`src/rtl/fu_pipe_bypass.sv`:
```
// Fixed-latency functional-unit pipeline: carries issued instructions through NUM_STAGES
// rigid stages, forms ext(imm) on entry to the output stage, and answers per-port bypass lookups.
module fu_pipe_bypass #(
    parameter int NUM_STAGES = 6,
    parameter int DATA_W     = 16,
    parameter int IMM_W      = 9,
    parameter int ADDR_W     = 3,
    parameter int TICKET_W   = 3,
    parameter int PC_W       = 16,
    parameter int NUM_OPS    = 2,
    parameter int SIGN_EXT   = 0
) (
    input  logic                         clk,
    input  logic                         reset,
    input  logic                         flush,
    input  logic                         in_valid,
    output logic                         in_ready,
    input  logic [ADDR_W-1:0]            in_dest_addr,
    input  logic                         in_we,
    input  logic [TICKET_W-1:0]          in_ticket,
    input  logic [PC_W-1:0]              in_pc,
    input  logic [IMM_W-1:0]             in_imm,
    output logic                         out_valid,
    input  logic                         out_ready,
    output logic [ADDR_W-1:0]            out_dest_addr,
    output logic                         out_we,
    output logic [TICKET_W-1:0]          out_ticket,
    output logic [PC_W-1:0]              out_pc,
    output logic [DATA_W-1:0]            out_result,
    input  logic [NUM_OPS*ADDR_W-1:0]    op_addr,
    input  logic [NUM_OPS*TICKET_W-1:0]  op_ticket,
    output logic [2*NUM_OPS-1:0]         bypass_status,
    output logic [NUM_OPS*DATA_W-1:0]    bypass_data
);

    localparam int LAST = NUM_STAGES - 1;

    logic                r_valid  [NUM_STAGES];
    logic [ADDR_W-1:0]   r_dest   [NUM_STAGES];
    logic                r_we     [NUM_STAGES];
    logic [TICKET_W-1:0] r_ticket [NUM_STAGES];
    logic [PC_W-1:0]     r_pc     [NUM_STAGES];
    logic [IMM_W-1:0]    r_imm    [NUM_STAGES-1];
    logic [DATA_W-1:0]   r_result;

    logic                w_advance;
    logic [DATA_W-1:0]   w_ext;

    // A stalled output freezes the whole pipe; bubbles never collapse.
    assign w_advance = ~r_valid[LAST] | out_ready;
    assign in_ready  = w_advance & ~flush;

    always_comb begin
        w_ext            = {DATA_W{(SIGN_EXT != 0) && r_imm[LAST-1][IMM_W-1]}};
        w_ext[IMM_W-1:0] = r_imm[LAST-1];
    end

    // NOTE: sequential state uses non-blocking assignments so every stage samples its
    // predecessor's pre-edge value; blocking here would collapse the shift into one cycle.
    always_ff @(posedge clk or negedge reset) begin
        if (!reset) begin
            for (int s = 0; s < NUM_STAGES; s++) r_valid[s] <= 1'b0;
        end else if (flush) begin
            for (int s = 0; s < NUM_STAGES; s++) r_valid[s] <= 1'b0;
        end else if (w_advance) begin
            r_valid[0] <= in_valid & in_ready;
            for (int s = 1; s < NUM_STAGES; s++) r_valid[s] <= r_valid[s-1];
        end
    end

    // NOTE: payloads are reset as well, because outputs and bypass data must read 0 after reset.
    always_ff @(posedge clk or negedge reset) begin
        if (!reset) begin
            for (int s = 0; s < NUM_STAGES; s++) begin
                r_dest[s]   <= '0;
                r_we[s]     <= 1'b0;
                r_ticket[s] <= '0;
                r_pc[s]     <= '0;
            end
            for (int s = 0; s < NUM_STAGES - 1; s++) r_imm[s] <= '0;
            r_result <= '0;
        end else if (w_advance) begin
            r_dest[0]   <= in_dest_addr;
            r_we[0]     <= in_we;
            r_ticket[0] <= in_ticket;
            r_pc[0]     <= in_pc;
            r_imm[0]    <= in_imm;
            for (int s = 1; s < NUM_STAGES; s++) begin
                r_dest[s]   <= r_dest[s-1];
                r_we[s]     <= r_we[s-1];
                r_ticket[s] <= r_ticket[s-1];
                r_pc[s]     <= r_pc[s-1];
            end
            for (int s = 1; s < NUM_STAGES - 1; s++) r_imm[s] <= r_imm[s-1];
            r_result <= w_ext;
        end
    end

    // Walk oldest to youngest so the youngest matching stage is the one left standing.
    always_comb begin
        bypass_status = '0;
        bypass_data   = '0;
        for (int k = 0; k < NUM_OPS; k++) begin
            for (int s = LAST; s >= 0; s--) begin
                if (r_valid[s] && r_we[s] &&
                    r_dest[s] == op_addr[k*ADDR_W +: ADDR_W] &&
                    r_ticket[s] == op_ticket[k*TICKET_W +: TICKET_W]) begin
                    bypass_status[2*k +: 2]         = (s == LAST) ? 2'b11 : 2'b10;
                    bypass_data[k*DATA_W +: DATA_W] = (s == LAST) ? r_result : '0;
                end
            end
        end
    end

    assign out_valid     = r_valid[LAST];
    assign out_dest_addr = r_dest[LAST];
    assign out_we        = r_we[LAST];
    assign out_ticket    = r_ticket[LAST];
    assign out_pc        = r_pc[LAST];
    assign out_result    = r_result;

endmodule

```
`config.mk`:
```
export PLATFORM = sky130hd
export DESIGN_NAME = fu_pipe_bypass
export DESIGN_NICKNAME = d
export VERILOG_FILES = /design/src/rtl/fu_pipe_bypass.sv
export SDC_FILE = /design/constraint.sdc
export NUM_CORES = 1
export LEC_CHECK = 0
export BUFFER_PORTS_ARGS = -buffer_cell sky130_fd_sc_hd__buf_2
export CAP_MARGIN = 20
export CORE_ASPECT_RATIO = 2
export CORE_MARGIN = 2
export CORE_UTILIZATION = 52
export DETAILED_ROUTE_END_ITERATION = 10
export PLACE_DENSITY = 0.76
export SLEW_MARGIN = 25
export SYNTH_ARGS = -nofsm -noshare
export SYNTH_HDL_FRONTEND = slang
export SYNTH_SLANG_ARGS = --single-unit
```
`constraint.sdc`:
```
create_clock -name clk -period 1.88 [get_ports clk]
set_input_delay 0.188 -clock clk [delete_from_list [all_inputs] [get_ports clk]]
set_output_delay 0.188 -clock clk [all_outputs]
set_load 0.02 [all_outputs]
```
==> flow_metrics.env <==
export IMPL_grtUsageTotal_pct=23.8
export IMPL_drt_pass1_iter_count=5
export IMPL_io_buffer_count=104
export IMPL_syn_instance_count=1026
export IMPL_period_needed_ps=2590
export IMPL_critPathBufInv=3
export IMPL_final_nets=1222
export IMPL_startpoint_type="flop"
export IMPL_final_setup_skew_ps=10.7
export IMPL_hold_viol=0
export IMPL_initialDrtViolationCount=438
export IMPL_tightest_slew_ps=557
export IMPL_path_max_fanout=11
export IMPL_clock_sinks=198
export IMPL_critPathKind="flop to output port"
export IMPL_irDropWorstVdd_uv=593
export IMPL_syn2layout_area_growth_pct=22.8
export IMPL_drv_slew=0
export IMPL_violations="negative setup slack"
export IMPL_grt_pass1_wl_microns=33300
export IMPL_die_h_microns=188
export IMPL_clk_pin_slew_worst_paths_ps=70
export IMPL_syn_area_per_cell_sq_um=8.60
export IMPL_worstPathRequired_ps=1690
export IMPL_ant_nets=0
export IMPL_finalWeightedCongestion=0.923
export IMPL_rsz0062_at_grt="yes"
export IMPL_cp_top_family="simple AND/OR/NAND/NOR gates"
export IMPL_slowest_stage="or4_4"
export IMPL_viasPerCell=4.96
export IMPL_ys_ff_latch=198
export IMPL_finalInstanceArea_sq_um=10800
export IMPL_power_mw=9.26
export IMPL_post_drt_wl_per_cell_microns=14.4
export IMPL_relSlewSlack_pct=62.9
export IMPL_drt_wl_total_microns=20100
export IMPL_grt_ovfl_total=0
export IMPL_post_route_period_util_pct=138
export IMPL_fin_ws_ps=-712
export IMPL_hold_class="primary input to flop"
export IMPL_cts_buffers=17
export IMPL_path_cells="xor2_1 > or4_4 > nor4_4 > buf_4 > a41oi_2 > buf_6 > and4_1 > buf_2"
export IMPL_tritoncts="built"
export IMPL_antenna_found_initial=0
export IMPL_crit_path_max_incr_delay_ps=520
export IMPL_outcome="finished, violations left"
export IMPL_power_leakage_nw=5.67
export IMPL_num_antenna_cells=0
export IMPL_cts_root_buf="clkbuf_16"
export IMPL_setup_viol=22
export IMPL_drcViolationCount=0
export IMPL_hpwl_microns=13300
export IMPL_die_w_microns=96.1
export IMPL_htreeDepth=4
export IMPL_yosysWarnings=0
export IMPL_io_pins=126
export IMPL_max_freq_mhz=386
export IMPL_clock_path_buffers=2
export IMPL_critPathCaptureType="output port"
export IMPL_rows=67
export IMPL_drv_cap=0
export IMPL_vias=6899
export IMPL_crit_arrival_ps=2400
export IMPL_grt_max_degree=88
export IMPL_grt_pass1_vias=6898
export IMPL_synth_distinct_cells=25
export IMPL_coreArea_sq_um=16700
export IMPL_p_per_area_nw_per_um2=855
export IMPL_syn_cell_area_sq_um=8820
export IMPL_dieArea_sq_um=18100
export IMPL_hold_worst_slack_ps=23.6
export IMPL_initial_core_util_pct=52.9
export IMPL_clk_latency_ps=430
export IMPL_drive_gt1_share_pct=18.8
export IMPL_dpl_cell_area_sq_um=9820
export IMPL_synth_seq_area_share_pct=56.2
==> cell usage after synthesis <==
library cell  instances  share of area (%)
and3_1                4               0.28
and4_2                1               0.11
a41oi_1               2               0.20
nand4_1               8               0.57
or4_1                 2               0.17
and4_1               17                1.7
buf_1                 2              0.085
nor4_2                1               0.14
nand2b_1              1              0.071
a21oi_1               5               0.28
conb_1                1              0.043
buf_4                43                3.7
nor4_1               11               0.78
buf_2                 9               0.51
nand3b_1              2               0.17
nor2_1                3               0.13
nand2_1             591                 25
dfrtp_1             198                 56
nor2b_1               1              0.071
clkbuf_1             46                2.0
xnor2_1              30                3.0
clkbuf_2              1              0.057
xor2_1               42                4.2
buf_6                 4               0.51
and2_1                1              0.071
==> per-stage QoR <==
stage / util, % / cells / TNS, ps / setup WS [ps]
after global routing: 64.9 / 1392 / -15640 / -759
after global placement: 58.9 / 1326 / -5220 / -289
final: 64.9 / 1392 / -14590 / -712
after floorplan: - / 1046 / -78.9 / -9.87
after CTS: 64.6 / 1390 / -15040 / -735
after detailed placement: 58.9 / 1326 / -5460 / -289
==> layout by cell type, fill, tap and decap left out, types with 2 or more instances in the layout <==
cell / count
nor2_1: 3
nor4_2: 5
buf_2: 99
nor4_1: 6
buf_6: 6
clkbuf_16: 17
buf_12: 12
and3_2: 2
nand2_1: 591
inv_6: 2
dlygate4sd3_1: 34
conb_1: 21
inv_8: 4
and4_1: 17
a21oi_1: 5
buf_4: 61
nand3b_1: 2
xor2_1: 42
nand4_1: 8
xnor2_1: 30
a41oi_2: 2
and3_1: 2
dfrtp_1: 198
clkinv_4: 2
clkbuf_8: 2
==> worst min-delay path, stage by stage <==
cell and delay [ps]:
buf_2 110, nand2_1 50, a21oi_1 60
==> final cells by class <==
cell class,instances,area (sq um)
clock buffers,19,443
clock inverters,12,139
multi-input cells,743,3420
fillers,1366,5850
repair buffers,213,1620
well taps,207,259
flip-flops and latches,198,4950
==> power breakdown <==
part / switching, mW / internal (mW) / leakage, nW
Sequential: 0.181 / 4.51 / 2.32
Clock: 1.73 / 1.92 / 0.284
Combinational: 0.525 / 0.401 / 3.06
==> path summary, 6_finish.rpt <==
path	startpoint	slack [ps]	cells past startpoint	end
max reg2reg	out_valid	410	5	r_imm[10]
max in group asynchronous	reset	930	3	r_imm[10]
max	r_ticket[8]	-710	8	bypass_data[22]
min reg2reg	out_pc[1]	460	2	out_pc[1]
min	in_valid	20	3	r_valid[5]
min in group asynchronous	reset	310	2	r_pc[31]
==> metal layers <==
layer | vias to the layer above | GRT usage [%] | wire length (microns)
met3 | 40 | 4.52 | 869
met5 | - | 0 | 0
li1 | 3376 | - | -
met2 | 182 | 40.0 | 10500
met1 | 3301 | 29.0 | 7840
met4 | 0 | 10.7 | 836
==> flip-flops by register name, indices dropped and copies added (netlist names), 5 cells and up <==
name / count
out_pc: 16
r_we: 5
r_pc: 80
r_dest: 15
out_result: 9
r_ticket: 15
r_imm: 45
r_valid: 5
==> logic make-up (layout without fill, tap and decap cells) <==
kind of cell              Yosys count  after routing  share of synthesized area, %
xor gates and xnor gates           72             72                          7.15
and+or+nand+nor                   643            643                          29.4
DFF                               198            198                          56.2
AOI/OAI and AO/OA                   7              7                         0.482
buffers and inverters             105            244                          6.78
other                               1             21                        0.0425
==> timing repair <==
action	CTS	global route
gates resized for setup	11	9
hold buffers	33	1
setup endpoints to repair	22	22
buffers inserted	0	1
hold endpoints to repair	91	1
No activity file was read; power rests on OpenSTA's default activity.
